$ cat config.mk
export PLATFORM = sky130hd
export DESIGN_NAME = morse_char_scheduler
export DESIGN_NICKNAME = d
export VERILOG_FILES = /design/src/rtl/morse_decoder_pkg.sv /design/src/rtl/morse_char_scheduler_char_fifo.sv /design/src/rtl/morse_char_scheduler.sv
export SDC_FILE = /design/constraint.sdc
export NUM_CORES = 1
export LEC_CHECK = 0
export BUFFER_PORTS_ARGS = -buffer_cell sky130_fd_sc_hd__buf_2
export CORE_ASPECT_RATIO = 1.5
export CORE_MARGIN = 10
export CORE_UTILIZATION = 50
export DETAILED_ROUTE_END_ITERATION = 12
export GPL_TIMING_DRIVEN = 0
export PLACE_DENSITY = 0.72
export SETUP_SLACK_MARGIN = 0.2
export SLEW_MARGIN = 20
export SYNTH_ARGS = -nofsm -noshare
export SYNTH_HDL_FRONTEND = slang
export SYNTH_SLANG_ARGS = --single-unit
$ cat constraint.sdc
create_clock -name clk -period 3.88 [get_ports clk]
set_clock_uncertainty 0.05 [all_clocks]
set_input_delay 0 -clock clk [delete_from_list [all_inputs] [get_ports clk]]
set_output_delay 0 -clock clk [all_outputs]
set_load 0.02 [all_outputs]
$ cat src/rtl/morse_decoder_pkg.sv
// morse_decoder_pkg
//   Shared constants, the scheduler FSM encoding and the Morse -> ASCII
//   lookup used by morse_char_scheduler.
//   Symbol-byte encoding: bit i is the i-th received symbol (1 = dash,
//   0 = dot); size is the number of valid symbols, or MORSE_SPACE_SIZE_C
//   for a word gap.
package morse_decoder_pkg;

    localparam int MORSE_CHAR_WIDTH_MAX_C = 5;
    localparam int MORSE_SIZE_WIDTH_MAX_C = 3;

    localparam logic [MORSE_SIZE_WIDTH_MAX_C-1:0] MORSE_SPACE_SIZE_C = 3'd7;

    localparam logic [7:0] ASCII_SPACE_C   = 8'h20;
    localparam logic [7:0] ASCII_CR_C      = 8'h0D;
    localparam logic [7:0] ASCII_LF_C      = 8'h0A;
    localparam logic [7:0] ASCII_UNKNOWN_C = 8'h3F;

    typedef enum logic [1:0] {
        S_RUN = 2'd0,
        S_CR  = 2'd1,
        S_LF  = 2'd2
    } sched_fsm_t;

    // Returns 0x00 for any code outside A-Z / 0-9. Data bits above the
    // symbol count are don't-care and are masked off before the lookup.
    function automatic logic [7:0] morse_to_ascii(
        input logic [MORSE_CHAR_WIDTH_MAX_C-1:0] data,
        input logic [MORSE_SIZE_WIDTH_MAX_C-1:0] size
    );
        logic [MORSE_CHAR_WIDTH_MAX_C-1:0] mask;
        logic [7:0]                        key;
        logic [7:0]                        c;
        c    = 8'h00;
        mask = '0;
        if (size >= 3'd1 && size <= 3'd5)
            mask = 5'b11111 >> (3'd5 - size);
        key = {size, data & mask};
        case (key)
            {3'd2, 5'b00010}: c = "A";
            {3'd4, 5'b00001}: c = "B";
            {3'd4, 5'b00101}: c = "C";
            {3'd3, 5'b00001}: c = "D";
            {3'd1, 5'b00000}: c = "E";
            {3'd4, 5'b00100}: c = "F";
            {3'd3, 5'b00011}: c = "G";
            {3'd4, 5'b00000}: c = "H";
            {3'd2, 5'b00000}: c = "I";
            {3'd4, 5'b01110}: c = "J";
            {3'd3, 5'b00101}: c = "K";
            {3'd4, 5'b00010}: c = "L";
            {3'd2, 5'b00011}: c = "M";
            {3'd2, 5'b00001}: c = "N";
            {3'd3, 5'b00111}: c = "O";
            {3'd4, 5'b00110}: c = "P";
            {3'd4, 5'b01011}: c = "Q";
            {3'd3, 5'b00010}: c = "R";
            {3'd3, 5'b00000}: c = "S";
            {3'd1, 5'b00001}: c = "T";
            {3'd3, 5'b00100}: c = "U";
            {3'd4, 5'b01000}: c = "V";
            {3'd3, 5'b00110}: c = "W";
            {3'd4, 5'b01001}: c = "X";
            {3'd4, 5'b01101}: c = "Y";
            {3'd4, 5'b00011}: c = "Z";
            {3'd5, 5'b11111}: c = "0";
            {3'd5, 5'b11110}: c = "1";
            {3'd5, 5'b11100}: c = "2";
            {3'd5, 5'b11000}: c = "3";
            {3'd5, 5'b10000}: c = "4";
            {3'd5, 5'b00000}: c = "5";
            {3'd5, 5'b00001}: c = "6";
            {3'd5, 5'b00011}: c = "7";
            {3'd5, 5'b00111}: c = "8";
            {3'd5, 5'b01111}: c = "9";
            default:          c = 8'h00;
        endcase
        return c;
    endfunction

endpackage

$ cat src/rtl/morse_char_scheduler_char_fifo.sv
// char_fifo
//   First-word-fall-through synchronous FIFO with a registered head.
//   Words land in a circular buffer and are moved into the output register
//   one cycle later, so a write into an empty FIFO shows up on rd_valid
//   two edges after the write request is presented.
//   Capacity (buffer + output register together) is DEPTH words; full is
//   a registered state, so a read in the same cycle does not free a slot
//   for a simultaneous write.
// Ports:
//   clk, reset        clock, async active-high reset
//   wr_en, wr_data    write request (ignored while full)
//   full, empty       occupancy flags
//   rd_en, rd_data    pop the head when !empty; rd_data is the head
import morse_decoder_pkg::*;

module char_fifo #(
    parameter int WIDTH = 8,
    parameter int DEPTH = 8
) (
    input  logic             clk,
    input  logic             reset,
    input  logic             wr_en,
    input  logic [WIDTH-1:0] wr_data,
    output logic             full,
    output logic             empty,
    input  logic             rd_en,
    output logic [WIDTH-1:0] rd_data
);

    localparam int AW = (DEPTH > 1) ? $clog2(DEPTH) : 1;
    localparam int CW = $clog2(DEPTH + 1);
    localparam logic [CW-1:0] DEPTH_C = CW'(DEPTH);
    localparam logic [CW-1:0] ONE_C   = CW'(1);

    logic [WIDTH-1:0] mem [DEPTH];
    logic [AW-1:0]    wptr, rptr;
    logic [CW-1:0]    mem_cnt;    // words still in the buffer
    logic [CW-1:0]    total_cnt;  // buffer + output register
    logic             out_valid;
    logic             wr_ok, pop_out, load_out;

    assign full    = (total_cnt == DEPTH_C);
    assign empty   = !out_valid;
    assign wr_ok   = wr_en && !full;
    assign pop_out = out_valid && rd_en;
    // Refill the head whenever it is empty or being consumed this cycle.
    assign load_out = (mem_cnt != '0) && (!out_valid || pop_out);

    always_ff @(posedge clk) begin
        if (wr_ok)
            mem[wptr] <= wr_data;
    end

    always_ff @(posedge clk or posedge reset) begin
        if (reset) begin
            wptr      <= '0;
            rptr      <= '0;
            mem_cnt   <= '0;
            total_cnt <= '0;
            out_valid <= 1'b0;
            rd_data   <= '0;
        end else begin
            if (wr_ok)
                wptr <= wptr + AW'(1);
            if (load_out) begin
                rptr      <= rptr + AW'(1);
                rd_data   <= mem[rptr];
                out_valid <= 1'b1;
            end else if (pop_out) begin
                out_valid <= 1'b0;
            end
            case ({wr_ok, load_out})
                2'b10:   mem_cnt <= mem_cnt + ONE_C;
                2'b01:   mem_cnt <= mem_cnt - ONE_C;
                default: mem_cnt <= mem_cnt;
            endcase
            case ({wr_ok, pop_out})
                2'b10:   total_cnt <= total_cnt + ONE_C;
                2'b01:   total_cnt <= total_cnt - ONE_C;
                default: total_cnt <= total_cnt;
            endcase
        end
    end

endmodule

$ cat src/rtl/morse_char_scheduler.sv
// morse_char_scheduler
//   Turns decoded Morse symbol-bytes into an ASCII character stream with
//   word-space collapsing, leading-space suppression and automatic CR/LF
//   line wrapping, buffered in an FWFT FIFO for a valid/ready sink.
// Ports:
//   clk, reset                           clock, async active-high reset
//   sym_tvalid_i/sym_tdata_i/sym_tsize_i  symbol-byte pulse (no backpressure)
//   m_tvalid_o/m_tdata_o/m_tready_i       character output handshake
//   overflow_o                           sticky: a symbol-byte was lost
//   column_o                             characters written on current line
import morse_decoder_pkg::*;

module morse_char_scheduler #(
    parameter int DEPTH           = 8,
    parameter int LINE_LEN        = 32,
    parameter bit UNKNOWN_CHAR_EN = 1'b1
) (
    input  logic                              clk,
    input  logic                              reset,
    input  logic                              sym_tvalid_i,
    input  logic [MORSE_CHAR_WIDTH_MAX_C-1:0] sym_tdata_i,
    input  logic [MORSE_SIZE_WIDTH_MAX_C-1:0] sym_tsize_i,
    output logic                              m_tvalid_o,
    output logic [7:0]                        m_tdata_o,
    input  logic                              m_tready_i,
    output logic                              overflow_o,
    output logic [$clog2(LINE_LEN+1)-1:0]     column_o
);

    localparam int COLW = $clog2(LINE_LEN + 1);
    localparam logic [COLW-1:0] LINE_LEN_C = COLW'(LINE_LEN);

    sched_fsm_t       state_r, state_nx;
    logic             pend_valid_r;
    logic [7:0]       pend_data_r;
    logic [COLW-1:0]  column_r;
    logic [COLW-1:0]  column_inc;
    logic             last_space_r;
    logic             overflow_r;

    logic [7:0]       lut_char;
    logic [7:0]       in_char;
    logic             in_req;
    logic             pend_pop;
    logic             fifo_wr;
    logic [7:0]       fifo_wdata;
    logic             fifo_full;
    logic             fifo_empty;

    // ---------------------------------------------------------------
    // Input stage: classify the symbol-byte into a candidate character.
    // ---------------------------------------------------------------
    always_comb begin
        lut_char = morse_to_ascii(sym_tdata_i, sym_tsize_i);
        in_char  = lut_char;
        in_req   = 1'b0;
        if (sym_tvalid_i) begin
            if (sym_tsize_i == MORSE_SPACE_SIZE_C) begin
                // Collapse repeated gaps and never start a line with a space.
                in_char = ASCII_SPACE_C;
                in_req  = !last_space_r && (column_r != '0);
            end else if (sym_tsize_i >= 3'd1 && sym_tsize_i <= 3'd5) begin
                if (lut_char != 8'h00) begin
                    in_req = 1'b1;
                end else if (UNKNOWN_CHAR_EN) begin
                    in_char = ASCII_UNKNOWN_C;
                    in_req  = 1'b1;
                end
            end
        end
    end

    // ---------------------------------------------------------------
    // Write scheduler: at most one FIFO write per cycle, CR/LF take
    // priority over pending data once the line is full.
    // ---------------------------------------------------------------
    assign column_inc = column_r + COLW'(1);

    always_comb begin
        state_nx   = state_r;
        fifo_wr    = 1'b0;
        fifo_wdata = pend_data_r;
        pend_pop   = 1'b0;
        case (state_r)
            S_RUN: begin
                if (pend_valid_r && !fifo_full) begin
                    fifo_wr  = 1'b1;
                    pend_pop = 1'b1;
                    if (column_inc == LINE_LEN_C)
                        state_nx = S_CR;
                end
            end
            S_CR: begin
                if (!fifo_full) begin
                    fifo_wr    = 1'b1;
                    fifo_wdata = ASCII_CR_C;
                    state_nx   = S_LF;
                end
            end
            S_LF: begin
                if (!fifo_full) begin
                    fifo_wr    = 1'b1;
                    fifo_wdata = ASCII_LF_C;
                    state_nx   = S_RUN;
                end
            end
            default: state_nx = S_RUN;
        endcase
    end

    always_ff @(posedge clk or posedge reset) begin
        if (reset) begin
            state_r      <= S_RUN;
            pend_valid_r <= 1'b0;
            pend_data_r  <= '0;
            column_r     <= '0;
            last_space_r <= 1'b1;
            overflow_r   <= 1'b0;
        end else begin
            state_r <= state_nx;

            // Pending slot: a new char may replace one leaving this edge.
            if (in_req && (!pend_valid_r || pend_pop)) begin
                pend_valid_r <= 1'b1;
                pend_data_r  <= in_char;
            end else if (pend_pop) begin
                pend_valid_r <= 1'b0;
            end

            if (in_req && pend_valid_r && !pend_pop)
                overflow_r <= 1'b1;

            if (pend_pop) begin
                column_r     <= column_inc;
                last_space_r <= (pend_data_r == ASCII_SPACE_C);
            end else if (state_r == S_LF && fifo_wr) begin
                column_r     <= '0;
                last_space_r <= 1'b1;
            end
        end
    end

    char_fifo #(
        .WIDTH (8),
        .DEPTH (DEPTH)
    ) u_fifo (
        .clk     (clk),
        .reset   (reset),
        .wr_en   (fifo_wr),
        .wr_data (fifo_wdata),
        .full    (fifo_full),
        .empty   (fifo_empty),
        .rd_en   (m_tready_i),
        .rd_data (m_tdata_o)
    );

    assign m_tvalid_o = !fifo_empty;
    assign overflow_o = overflow_r;
    assign column_o   = column_r;

endmodule

==> impl_metrics.env, run 1 <==
export IMPL_power_per_cell_area_mw_per_mm2=799
export IMPL_critical_path_max_stage_delay_ns=0.69
export IMPL_area_delta_synth_final_pct=12.0
export IMPL_drv_slew=0
export IMPL_max_freq_ghz=0.299
export IMPL_htree_levels=3
export IMPL_die_w_um=104
export IMPL_grt_overflow=0
export IMPL_end_kind="flip-flop"
export IMPL_fin_tns_setup_ns=0
export IMPL_io_buffers=24
export IMPL_status="finished, final reports clean"
export IMPL_path_cells="or4b_1 > and3_1 > clkbuf_1 > nor2_1 > nor2_1 > inv_1 > ha_1 > ha_1 > a21o_1 > a21oi_1 > xnor2_1 > nor2_1 > xor2_1"
export IMPL_maxCapViolations=0
export IMPL_cp_data_arrival_time_ns=3.52
export IMPL_final_hold_violation_count=0
export IMPL_groute_usage_overall=0.160
export IMPL_first_pass_iters=6
export IMPL_numCtsBuffers=9
export IMPL_required_ns=4.05
export IMPL_synth_warnings=0
export IMPL_vias=3780
export IMPL_timing_rr_start="u_fifo.total_cnt[0]"
export IMPL_synth_edf_count=56
export IMPL_r2r_worst_path_cells=13
export IMPL_io_pins=28
export IMPL_die_area_mm2=0.0151
export IMPL_yosysUniqueCellTypes=77
export IMPL_diodes=0
export IMPL_synth_seq_area_share=0.509
export IMPL_via_per_inst=5.87
export IMPL_synthesis_nets=492
export IMPL_synth_async_sr_flop_share=0.417
export IMPL_layout_min_cycle_time_ns=3.35
export IMPL_hold_class="in -> async"
export IMPL_clockRootBuffer="clkbuf_16"
export IMPL_tritoncts="done"
export IMPL_slew_headroom=0.259
export IMPL_finalSetupViolCount=0
export IMPL_ys_seq_elements=96
export IMPL_cts_sinks=96
export IMPL_gp_congestion=0.950
export IMPL_fin_crit_sh=0.863
export IMPL_grt_max_degree=24
export IMPL_clkTransAtPathRegs_ns=0.06
export IMPL_post_route_drc_count=0
export IMPL_ys_flop_type="edfxtp_1"
export IMPL_synth_area_per_cell_um2=11.5
export IMPL_hpwl_mm=9.32
export IMPL_r2r_slack_ns=0.53
export IMPL_path_max_fanout=6
export IMPL_die_h_um=146
export IMPL_synthCells=459
export IMPL_critPathMostFrequentCell="nor2_1"
export IMPL_clk_path_buf_depth=2
export IMPL_start_kind="flip-flop"
export IMPL_grt_antenna_before_repair=0
export IMPL_core_mm2=0.0102
export IMPL_grt_first_pass_wirelength_mm=19.7
export IMPL_start_util=0.515
export IMPL_wire_per_inst_um=18.9
export IMPL_drtIter0Drc=245
export IMPL_power_leakage_nw=2.33
export IMPL_num_rows=45
export IMPL_final_area_mm2=0.00591
export IMPL_critPathKind="reg -> reg"
export IMPL_drive_above_1_share=0.177
export IMPL_nets=531
export IMPL_wirelength_mm=12.1
export IMPL_ant_nets=0
export IMPL_syn_cell_area_mm2=0.00528
export IMPL_worstReg2RegEnd="u_fifo.total_cnt[3]"
export IMPL_place_area_mm2=0.00560
export IMPL_irDropWorstVdd_v=0.000275
export IMPL_crit_path_top_delay_cell="or4b_1"
export IMPL_tightestPinTransition_ns=1.10
export IMPL_grt_pass1_vias=3915
export IMPL_clk_latency_ns=0.34
export IMPL_grt_setup_unrepaired="false"
cells in the mapped netlist, drive strengths merged, types with 5 or more instances:
cell	number	share of area
a21oi	26	0.025
a31oi	5	0.0059
and2	11	0.013
and3	6	0.0071
buf	13	0.016
clkbuf	6	0.0043
dfrtp	39	0.18
edfxtp	56	0.32
ha	19	0.045
inv	22	0.016
mux2i	10	0.019
mux4	14	0.060
nand2	35	0.026
nand2b	7	0.0088
nand3	15	0.014
nor2	38	0.028
nor3	13	0.013
nor4	6	0.0083
o21ai	24	0.023
or3	5	0.0069
xnor2	10	0.017
xor2	6	0.010
final cells by class:
cell class	count	area (µm²)
inverter	22	82.6
clock inverter	3	16.3
multi-input combinational	322	2410
buffer	19	105
fill	881	4330
tap	141	176
clock buffer	13	260
timing repair buffer	28	178
sequential	96	2680
layer usage:
layer / GRT usage / vias to the layer above / wire [µm]
li1: - / 1796 / -
met1: 0.155 / 1843 / 4520
met2: 0.310 / 112 / 6830
met3: 0.0323 / 29 / 440
met4: 0.0775 / 0 / 362
met5: 0 / - / 0
timing repair:
action | 4_1_cts | 5_1_grt
hold endpoints to repair | 42 | 0
hold buffers | 3 | 0
resized for setup | 0 | 0
setup buffers | 0 | 0
sequential cells by signal, indices dropped and copies added (netlist names), 2 cells and up:
register,flops
column_o,6
u_fifo.rptr,3
pend_data_r,7
u_fifo.mem_cnt,4
u_fifo.rd_data,7
state_r,2
u_fifo.total_cnt,4
u_fifo.mem,56
u_fifo.wptr,3
power breakdown:
group	internal (mW)	switching, mW	total [mW]	leakage [nW]
Combinational	0.809	1.20	2.01	1.21
Clock	0.468	0.347	0.814	0.140
Sequential	1.67	0.227	1.90	0.981
Total	2.95	1.77	4.73	2.33
worst max-delay path by stage:
stage | startpoint | slack (ns) | cells past startpoint | endpoint
after global placement | u_fifo.total_cnt[0] | 0.58 | 13 | u_fifo.mem_cnt[3]
after global routing | state_r[0] | 0.28 | 14 | u_fifo.total_cnt[3]
final | u_fifo.total_cnt[0] | 0.53 | 13 | u_fifo.total_cnt[3]
after floorplan | u_fifo.total_cnt[0] | 1.00 | 13 | u_fifo.total_cnt[3]
after CTS | u_fifo.total_cnt[0] | 0.51 | 13 | u_fifo.total_cnt[3]
after detailed placement | u_fifo.total_cnt[0] | 0.52 | 13 | u_fifo.total_cnt[3]
critical path, delay by kind of cell (launching register included):
family | cells | cell delay (ns)
xor+xnor | 2 | 0.27
flops | 1 | 0.44
simple gates | 5 | 1.30
buf+inv | 2 | 0.36
compound gates | 2 | 0.34
fa+ha+maj | 2 | 0.47
cells by family after synthesis:
family,count (synthesis),synth area share
AND/OR/NAND/NOR,157,0.158
AO/OA/AOI/OAI,99,0.131
flip-flops,96,0.509
buffers and inverters,41,0.0356
multiplexers,28,0.0872
adder cells (fa/ha/maj),21,0.0526
XOR/XNOR,16,0.0266
other,1,0.000711
layout by cell type, fill, tap and decap left out, types with 9 or more instances in the layout:
cell / Yosys / layout
nor2_1: 37 / 37
nor3_1: 12 / 11
mux2i_1: 10 / 10
buf_2: 6 / 30
nand3_1: 15 / 15
and2_1: 10 / 10
a21oi_1: 25 / 25
nand2_1: 33 / 33
ha_1: 19 / 19
inv_1: 22 / 21
xnor2_1: 10 / 10
o21ai_0: 21 / 21
edfxtp_1: 56 / 56
clkbuf_16: 0 / 9
mux4_2: 14 / 14
dfrtp_1: 39 / 39
metrics by stage:
step / hold WS (ns) / power [mW] / util / setup slack (ns) / std cells
4_1_cts: 0.174 / 4.76 / 0.577 / 0.513 / 644
3_3_place_gp: 0.152 / 3.80 / 0.544 / 0.578 / 624
6_report: 0.167 / 4.73 / 0.577 / 0.531 / 644
3_5_place_dp: -0.0201 / 3.93 / 0.547 / 0.523 / 625
2_1_floorplan: 0.0464 / 3.38 / - / 1.00 / 459
5_1_grt: 0.214 / 5.06 / 0.577 / 0.277 / 644
(Power assumes the default switching activity.)
==> inputs of run 2 (changes only) <==
--- a/config.mk
+++ b/config.mk
@@ -8,10 +8,10 @@
 export BUFFER_PORTS_ARGS = -buffer_cell sky130_fd_sc_hd__buf_2
 export CORE_ASPECT_RATIO = 1.5
 export CORE_MARGIN = 10
-export CORE_UTILIZATION = 50
+export CORE_UTILIZATION = 55
 export DETAILED_ROUTE_END_ITERATION = 12
 export GPL_TIMING_DRIVEN = 0
-export PLACE_DENSITY = 0.72
+export PLACE_DENSITY = 0.78
 export SETUP_SLACK_MARGIN = 0.2
 export SLEW_MARGIN = 20
 export SYNTH_ARGS = -nofsm -noshare
==> run 2 against run 1 <==
  * Wire length grew 6.2%
  * Final area grew 0.32%
  * Sequential power is essentially flat
  * Die area shrank 7.6%
  * Flip-flop and latch count is the same
  * First-iteration DRC count grew 33%
  * Maximum frequency grew 0.64%
  * Clock power grew 18%
  * Worst hold slack gained 0.010 ns
  * Power grew 3.4%
  * Final cell count shrank 4.5%
  * Global-route usage grew 3.0 points
  * Largest cell class unchanged
==> impl_metrics.env, run 2 (synthesis gave the netlist of run 1 again) <==
export IMPL_path_cells="or4b_1 > and3_1 > clkbuf_1 > nor2_1 > nor2_1 > inv_1 > ha_1 > ha_1 > a21o_1 > a21oi_1 > xnor2_1 > nor2_1 > xor2_1"
export IMPL_fin_tns_setup_ns=0
export IMPL_p_int_mw=3.06
export IMPL_tightestPinTransition_ns=0.811
export IMPL_regMostFlops="u_fifo.mem"
export IMPL_final_cells=615
export IMPL_hpwl_mm=9.89
export IMPL_comb_power_share=0.413
export IMPL_layout_min_cycle_time_ns=3.33
export IMPL_slew_headroom=0.459
export IMPL_crit_path_top_delay_cell="or4b_1"
export IMPL_critPathKind="reg -> reg"
export IMPL_first_pass_iters=5
export IMPL_final_area_mm2=0.00593
export IMPL_nets=531
export IMPL_core_mm2=0.00931
export IMPL_worstReg2RegEnd="u_fifo.total_cnt[3]"
export IMPL_htree_levels=3
export IMPL_irDropWorstVdd_v=0.000585
export IMPL_gp_congestion=0.968
export IMPL_clkTransAtPathRegs_ns=0.06
export IMPL_numCtsBuffers=9
export IMPL_critPathMostFrequentCell="nor2_1"
export IMPL_final_common_cell="edfxtp_1"
export IMPL_grt_max_degree=24
export IMPL_grt_overflow=0
export IMPL_diodes=0
export IMPL_num_rows=43
export IMPL_largest_register_ffs=56
export IMPL_maxCapViolations=0
export IMPL_start_util=0.567
export IMPL_start_kind="flip-flop"
export IMPL_via_per_inst=6.27
export IMPL_die_h_um=140
export IMPL_r2r_slack_ns=0.55
export IMPL_grt_first_pass_wirelength_mm=20.9
export IMPL_drv_slew=0
export IMPL_clockRootBuffer="clkbuf_16"
export IMPL_endpoint="u_fifo.total_cnt[3]"
export IMPL_r2r_worst_path_cells=13
export IMPL_seq_power_share=0.390
export IMPL_reg_top3="u_fifo.mem x56, pend_data_r x7, u_fifo.rd_data x7"
export IMPL_timing_rr_start="u_fifo.total_cnt[0]"
export IMPL_die_w_um=100
export IMPL_fin_crit_sh=0.858
export IMPL_power_per_cell_area_mw_per_mm2=824
export IMPL_clk_latency_ns=0.35
export IMPL_power_leakage_nw=2.35
export IMPL_required_ns=4.06
export IMPL_hold_worst_slack_ns=0.178
export IMPL_finalSetupViolCount=0
export IMPL_drtIter0Drc=327
export IMPL_cts_sinks=96
export IMPL_ant_nets=0
export IMPL_grt_pass1_vias=4038
export IMPL_grt_antenna_before_repair=0
export IMPL_wirelength_mm=12.9
export IMPL_critical_path_max_stage_delay_ns=0.69
export IMPL_place_inst=596
export IMPL_end_kind="flip-flop"
export IMPL_cp_data_arrival_time_ns=3.51
export IMPL_clk_path_buf_depth=2
export IMPL_fillCellCount=688
export IMPL_max_freq_ghz=0.300
export IMPL_io_buffers=24
export IMPL_place_area_mm2=0.00557
export IMPL_post_route_drc_count=0
export IMPL_drive_above_1_share=0.183
export IMPL_die_area_mm2=0.0140
export IMPL_switchingPower_mw=1.83
export IMPL_preCtsSetupSlack_ns=0.609
export IMPL_hold_class="in -> async"
export IMPL_path_max_fanout=6
export IMPL_area_delta_synth_final_pct=12.4
export IMPL_wire_per_inst_um=21.0
export IMPL_io_pins=28
export IMPL_post_cts_setup_buffer_count=0
export IMPL_p_sw_frac=0.374
export IMPL_startpoint="u_fifo.total_cnt[0]"
export IMPL_groute_usage_overall=0.191
export IMPL_most_common_layout_cells="56 x edfxtp_1, 39 x dfrtp_1, 37 x nor2_1, 33 x nand2_1, 30 x buf_2"
export IMPL_final_hold_violation_count=0
export IMPL_worst_slack_ns=0.552
export IMPL_grt_setup_unrepaired="false"
export IMPL_clockPowerShare=0.197
export IMPL_tritoncts="done"
export IMPL_vias=3857
export IMPL_status="finished, final reports clean"
run 2: cell count changes in the layout (fill, tap and decap cells not counted):
cell / previous run / this run
clkbuf_8: 2 / 0
inv_8: 0 / 1
inv_4: 1 / 0
bufinv_16: 0 / 2
nor3_1: 11 / 10
clkbuf_1: 8 / 6
clkinv_2: 2 / 1
inv_6: 0 / 2
nor3_2: 2 / 3
clkinvlp_4: 0 / 1
run 2: timing repair:
action                                 4_1_cts  5_1_grt
resized for setup                            0        0
hold buffers                                 3        0
endpoints found under the hold margin       42        0
run 2: worst min-delay path by stage:
stage	startpoint	slack, ns	cells after the start	endpoint
after global placement	m_tready_i	0.15	2	u_fifo.out_valid
final	reset	0.18	3	u_fifo.total_cnt[1]
after floorplan	m_tready_i	0.05	1	u_fifo.out_valid
after global routing	reset	0.20	3	u_fifo.total_cnt[1]
after CTS	reset	0.16	3	u_fifo.total_cnt[1]
after detailed placement	reset	-0.02	2	u_fifo.total_cnt[1]
run 2: metal layers:
layer  part of all wire  track usage
met1               0.33        0.177
met2               0.58        0.363
met3              0.034       0.0364
met4              0.056        0.118
met5                  0            0
run 2: metrics by stage:
stage / total power, mW / utilization
after floorplan: 3.38 / -
after global placement: 3.79 / 0.595
after detailed placement: 3.92 / 0.598
after CTS: 4.91 / 0.637
after global routing: 5.24 / 0.637
final: 4.89 / 0.637
run 2: power by group through the flow:
| stage | combinational, mW | clock, mW | sequential (mW) |
|---|---|---|---|
| global placement | 1.91 | 0 | 1.89 |
| CTS | 2.03 | 0.974 | 1.90 |
| floorplan | 1.46 | 0 | 1.92 |
| global route | 2.28 | 1.02 | 1.94 |
| finish | 2.02 | 0.962 | 1.91 |
| detailed placement | 2.01 | 0 | 1.92 |
run 2: area by class of cell:
| cell class | count | area, µm² | share of cell area |
|---|---|---|---|
| clock buffer | 9 | 225 | 0.0380 |
| sequential | 96 | 2680 | 0.452 |
| inverter | 22 | 82.6 | 0.0139 |
| tap | 112 | 140 | 0.0236 |
| multi-input combinational | 322 | 2420 | 0.407 |
| buffer | 19 | 105 | 0.0177 |
| timing repair buffer | 28 | 178 | 0.0300 |
| clock inverter | 7 | 101 | 0.0171 |
run 2: critical path: cells and delay by family (launching register included):
kind | cells | cell delay (ns)
and+or+nand+nor | 5 | 1.32
adders and majority gates | 2 | 0.47
DFF | 1 | 0.43
AOI/OAI and AO/OA | 2 | 0.35
buffers and inverters | 2 | 0.32
xor gates and xnor gates | 2 | 0.28
